--- config.mk ---
export PLATFORM = sky130hd
export DESIGN_NAME = mnist_pixel_framer
export DESIGN_NICKNAME = d
export VERILOG_FILES = /design/src/rtl/mnist_pixel_framer.sv
export SDC_FILE = /design/constraint.sdc
export NUM_CORES = 1
export LEC_CHECK = 0
export CORE_MARGIN = 3
export CORE_UTILIZATION = 45
export CTS_BUF_LIST = sky130_fd_sc_hd__clkbuf_16
export CTS_CLUSTER_SIZE = 16
export DETAILED_ROUTE_END_ITERATION = 6
export GPL_TIMING_DRIVEN = 0
export PLACE_DENSITY = 0.75
export SYNTH_ARGS = -nofsm -noshare
export SYNTH_HDL_FRONTEND = slang
export SYNTH_SLANG_ARGS = --single-unit
--- constraint.sdc ---
create_clock -name clk -period 3 [get_ports clk]
set_input_delay 0.6 -clock clk [delete_from_list [all_inputs] [get_ports clk]]
set_output_delay 0.6 -clock clk [all_outputs]
set_load 0.03 [all_outputs]
--- src/rtl/mnist_pixel_framer.sv ---
// Frames an upstream byte stream into one IMG_W x IMG_H image per start pulse,
// tagging each pixel with row/column and marking the final pixel of the frame.
module mnist_pixel_framer #(
  parameter int          IMG_W    = 28,
  parameter int          IMG_H    = 28,
  parameter int          BINARIZE = 0,
  parameter logic [7:0]  THRESH   = 8'd128
) (
  input  logic       clk,
  input  logic       rst_n,
  input  logic       start,
  input  logic       abort,
  input  logic [7:0] s_data,
  input  logic       s_valid,
  output logic       s_ready,
  output logic [7:0] pix_data,
  output logic       pix_wr_en,
  output logic [4:0] pix_row,
  output logic [4:0] pix_col,
  output logic       pix_last,
  output logic       busy,
  output logic       frame_done,
  output logic [7:0] frame_cnt
);

  localparam logic [4:0] COL_MAX = 5'(IMG_W - 1);
  localparam logic [4:0] ROW_MAX = 5'(IMG_H - 1);

  typedef enum logic [1:0] {IDLE, RUN, DONE} state_t;

  state_t     state, state_nxt;
  logic [4:0] row, col;
  logic       xfer, at_row_end, at_last;
  logic [7:0] pix_in;

  // abort squashes a same-cycle handshake so no partial-frame pixel escapes
  assign xfer       = s_ready && s_valid && !abort;
  assign at_row_end = (col == COL_MAX);
  assign at_last    = at_row_end && (row == ROW_MAX);

  if (BINARIZE != 0) begin : g_bin
    assign pix_in = (s_data >= THRESH) ? 8'hFF : 8'h00;
  end else begin : g_raw
    assign pix_in = s_data;
  end

  always_ff @(posedge clk or negedge rst_n) begin
    if (!rst_n) state <= IDLE;
    else        state <= state_nxt;
  end

  always_comb begin
    state_nxt = state;
    case (state)
      IDLE:    if (start) state_nxt = RUN;
      RUN:     if (abort) state_nxt = IDLE;
               else if (xfer && at_last) state_nxt = DONE;
      DONE:    state_nxt = IDLE;
      default: state_nxt = IDLE;
    endcase
  end

  always_comb begin
    s_ready = 1'b0;
    busy    = 1'b0;
    case (state)
      RUN:     begin s_ready = 1'b1; busy = 1'b1; end
      DONE:    busy = 1'b1;
      default: ;
    endcase
  end

  // Counters sit at zero whenever no frame is in progress
  always_ff @(posedge clk or negedge rst_n) begin
    if (!rst_n) begin
      row <= '0;
      col <= '0;
    end else if (abort || (state == IDLE && start)) begin
      row <= '0;
      col <= '0;
    end else if (xfer) begin
      if (at_row_end) begin
        col <= '0;
        row <= at_last ? 5'd0 : row + 5'd1;
      end else begin
        col <= col + 5'd1;
      end
    end
  end

  always_ff @(posedge clk or negedge rst_n) begin
    if (!rst_n) begin
      pix_data  <= '0;
      pix_row   <= '0;
      pix_col   <= '0;
      pix_wr_en <= 1'b0;
      pix_last  <= 1'b0;
    end else begin
      pix_wr_en <= xfer;
      pix_last  <= xfer && at_last;
      if (xfer) begin
        pix_data <= pix_in;
        pix_row  <= row;
        pix_col  <= col;
      end
    end
  end

  // Completion is reported on leaving DONE, one cycle after pix_last
  always_ff @(posedge clk or negedge rst_n) begin
    if (!rst_n) begin
      frame_done <= 1'b0;
      frame_cnt  <= '0;
    end else begin
      frame_done <= (state == DONE) && !abort;
      if (state == DONE && !abort) frame_cnt <= frame_cnt + 8'd1;
    end
  end

endmodule
After elaboration in Yosys (flattened, before gate mapping)
Cells that the tools add are included.
{"block": "classes", "add_sub_neg": 3, "bitwise": 0, "shifts": 0, "n_div": 0, "reduce_logical": 14, "n_mul": 0, "n_eq_ne": 6, "n_lt_le_gt_ge": 0, "n_mux": 13}
{"operator": "$mux 5", "n": 7}
{"operator": "$add 5x1->5 const B", "n": 2}
{"operator": "$eq 5x5->1 const B", "n": 2}
{"operator": "$add 8x1->8 const B", "n": 1}
{"operator": "$logic_and 1x1->1", "n": 6}
{"operator": "$mux 2", "n": 3}
{"operator": "$pmux 2 s2", "n": 1}
{"operator": "$reduce_and 2->1", "n": 2}
{"operator": "$reduce_bool 2->1", "n": 2}
{"operator": "$ne 3x3->1 const B", "n": 1}
{"operator": "$eq 2x1->1 const B", "n": 1}
{"operator": "$eq 2x2->1 const B", "n": 1}
{"operator": "$logic_not 2->1", "n": 1}
{"operator": "$mux 1", "n": 2}
{"operator": "$ne 2x2->1 const B", "n": 1}
{"operator": "$reduce_or 2->1", "n": 1}
{"operator": "$logic_not 1->1", "n": 1}
{"operator": "$logic_or 1x1->1", "n": 1}
{"block": "totals", "output_inout_bits": 31, "n_memories": 0, "ff_bits": 41, "in_bits": 13, "latch_bits": 0, "ram_bits": 0, "romBits": 0}

Logic depth before layout (Yosys ltp)
{"block": "depth", "depth_word": 8, "mapped_depth": 7, "mapped_depth_nobuf": 7}

Worst setup path before layout
No wires, ideal clock.
{"block": "synth_timing", "kind": "reg-to-reg", "from": "reg state[1]", "to": "reg row[3]", "required_ns": 2.921, "slack_ns": 1.187, "arrival_time_ns": 1.734, "synth_period_minus_slack_ns": 1.813, "stages_incl_launch_ff": 8, "setup_ns": 0.079, "path_cell_list": "dfrtp_1 -> inv_1 -> ha_1 -> nand3b_4 -> bufinv_16 -> nand2_4 -> or3_1 -> a21oi_1"}
{"block": "synth_between", "elab_chain_cells": 6, "elab_cells_between_ends": 11, "cone_classes": "eq/ne: 1; mux: 2; reduce/logical: 8"}
{"item": "start: declaration", "line_no": "31", "source": "state_t state, state_nxt;"}
{"item": "start signal: assignment", "line_no": "49", "source": "else state <= state_nxt;"}
{"item": "$eq 2x1->1", "line_no": "66", "source": "case (state)"}
{"item": "$mux 1", "line_no": "66"}
{"item": "via s_ready", "line_no": "15", "source": "output logic s_ready,"}
{"item": "$logic_and 1x1->1 (2 in a row)", "line_no": "37", "source": "assign xfer = s_ready && s_valid && !abort;"}
{"item": "$reduce_bool 2->1 (no line)"}
{"item": "$reduce_and 2->1 (no line)"}
{"item": "end signal: assignment", "line_no": "84", "source": "row <= at_last ? 5'd0 : row + 5'd1;"}
{"item": "end: declaration", "line_no": "32", "source": "logic [4:0] row, col;"}
The timed path passes the listed nets, and every way through them passes these cells.
A chain may end at the register's enable or synchronous reset.

Final worst setup path
{"block": "layout_timing", "from": "reg state[1]", "to": "out s_ready"}
{"block": "layout_between", "elab_chain_cells": 2}
{"item": "$eq 2x1->1", "line_no": "66"}
{"item": "$mux 1", "line_no": "66"}
{"item": "end: declaration", "line_no": "15"}
Every way passes these cells.

==> metrics.txt <==
Total GRT Usage 0.1599; Placer Congestion 0.7536; run status finished clean; initial antenna violation count 0; CP top delay family buffers and inverters; final hold slack 0.2749 ns; layout cell share with drive strength beyond 1 0.06009; initial core utilization 0.4812; core area 3799 µm²; CTS sink cnt 41; clock tree from TritonCTS done; Synth-to-Final Area Change 36.96%; Final Hold Fails 0; Boundary Pins 44; port bufs 43; crit path launch type register; required time of the critical path 2.40 ns; Yosys cell types 32; post-synthesis sequential area ratio 0.5613; TNS Setup 0 ns; Final Max Tran Viols 0; Cells after DPL 273; placed cell areas 2341 µm²; layout net count 252; number of hold buffers added after cts 0; DR vias/cell 4.883; vias in the first global route 1390; maximum resistive drop on vdd 0.5861 mV; CP bufs+invs 2; Synth top area share 0.5613; Setup WS pre-CTS 0.8648 ns; final wirelength 3449 µm; Die Wd 69.74 µm; CP max-delay cell clkdlybuf4s50_1; synthesized area 1828 µm²; Final Worst Setup Slack 0.6435 ns; # setup viols final 0; most frequent cells in the layout nand2_1, clkdlybuf4s50_1, dfrtp_1; Overflow after GRT 0; leading area contributor after synthesis dfrtp_1; worst skew pair latency 0.28 ns; die area 4863 µm²; clock-pin transition on the worst setup and hold timing paths 0.05 ns; Die H 69.74 µm; min Tclk post-route 2.357 ns; Leakage 1.242 nW; crit path cell chain inv_1 -> ha_1 -> clkdlybuf4s50_1; Crit Path Max Fanout 4; number of synthesized register bits 41; Worst path max stage delay 0.71 ns; RSZ-0062 raised after global routing no; Worst Path Arrival 1.76 ns; first-pass GRT wire length 6210 µm; fill cell count 309; Residual DRC 0; warning count from the yosys run 0; htree depth 2; max cap viols 0; f_max 424.4 MHz; mean post-synth cell area 10.10 µm²; Routed Antenna Nets 0; via count 1372; Max Clock Skew 0.002219 ns; TritonCTS Buffers 5; design area 2504 µm²; Critical Path End Type output port; pwr dens 691.1 nW/µm²; worst hold path type primary input to async pin; syn nets 201; First-pass DRT Iterations 4; dpl hpwl 2451 µm; maximum clock path buffer count 2; fin cells 281; commonest non-fill, non-tap cell in the layout nand2_1; slew margin rel. 0.6841; Synth area leaders dfrtp_1, nand2_1, ha_1; largest net degree at the start of global routing 24; drt wl/cell 12.27 µm; setup bufs post-CTS 0; Syn Inst Count 181; Setup Crit Path Kind register to output port; measured slew at the worst slew-check pin 0.4739 ns; cell row count 22; DR iter-0 viols 104; Final Cycle Share 0.7855; root buf cell clkbuf_16; post_cts resized 0; # diodes 0
## sequential cells by signal (all words and copies together), names as in the netlist
register,count
state,2
col,5
pix_data,8
frame_cnt,8
row,5
pix_row,5
pix_col,5
pix_wr_en,1
pix_last,1
frame_done,1
## per-layer routing
metal,global-route usage,vias up,share of wire
met4,0.05106,0,0.014
met3,0.05652,5,0.059
met5,0,-,0
li1,-,696,-
met1,0.2056,635,0.47
met2,0.2532,36,0.45
## report_power, final
part	internal, mW	switching (mW)
Clock	0.386	0.197
Combinational	0.204	0.290
Sequential	0.618	0.0354
Total	1.21	0.522
## final cells by class
class	count	area, µm²	share of cell area
Clock inverter	3	37.54	0.01499
Clock buffer	5	125.1	0.04998
Sequential cell	41	1026	0.4098
Timing Repair Buffer	44	452.9	0.1809
Tap cell	48	60.06	0.02399
Buffer	6	31.28	0.01249
Multi-Input combinational cell	130	729.5	0.2914
Inverter	4	41.29	0.01649
## metrics by stage
step                      total power [mW]    util
after floorplan                     0.9559       -
after global placement               1.149  0.6103
after detailed placement             1.157  0.6163
after CTS                            1.748  0.6591
after global routing                 1.811  0.6591
final                                1.730  0.6591
## cells in the mapped netlist, drive strengths merged
master and count:
a21oi 7, a31o 1, and2 1, and2b 1
and3 2, and4 1, and4b 2, buf 2
bufinv 1, clkbuf 4, dfrtp 41, ha 7
inv 3, mux2 2, mux2i 3, nand2 66
nand3 6, nand3b 1, nand4 2, nand4b 1
nor2 9, nor2b 4, nor3 1, o21ai 1
o22ai 1, o32ai 1, or3 3, xnor2 5
xor2 2
## logic make-up after synthesis
family,synth area share
AND/OR/NAND/NOR,0.2539
flip-flops,0.5613
AO/OA/AOI/OAI,0.03491
buffers and inverters,0.03969
XOR/XNOR,0.03354
adder cells (fa/ha/maj),0.04791
multiplexers,0.02875
## final timing paths
path / cells after the start / end / start / slack (ns)
max in group asynchronous: 2 / frame_cnt[6] / rst_n / 2.26
min reg2reg: 2 / pix_row[2] / pix_row[2] / 0.47
max: 3 / s_ready / state[1] / 0.64
max reg2reg: 7 / pix_col[0] / state[1] / 1.25
min: 1 / state[0] / rst_n / 0.27
min in group clk: 2 / pix_row[2] / pix_row[2] / 0.47
(Power assumes the default switching activity.)
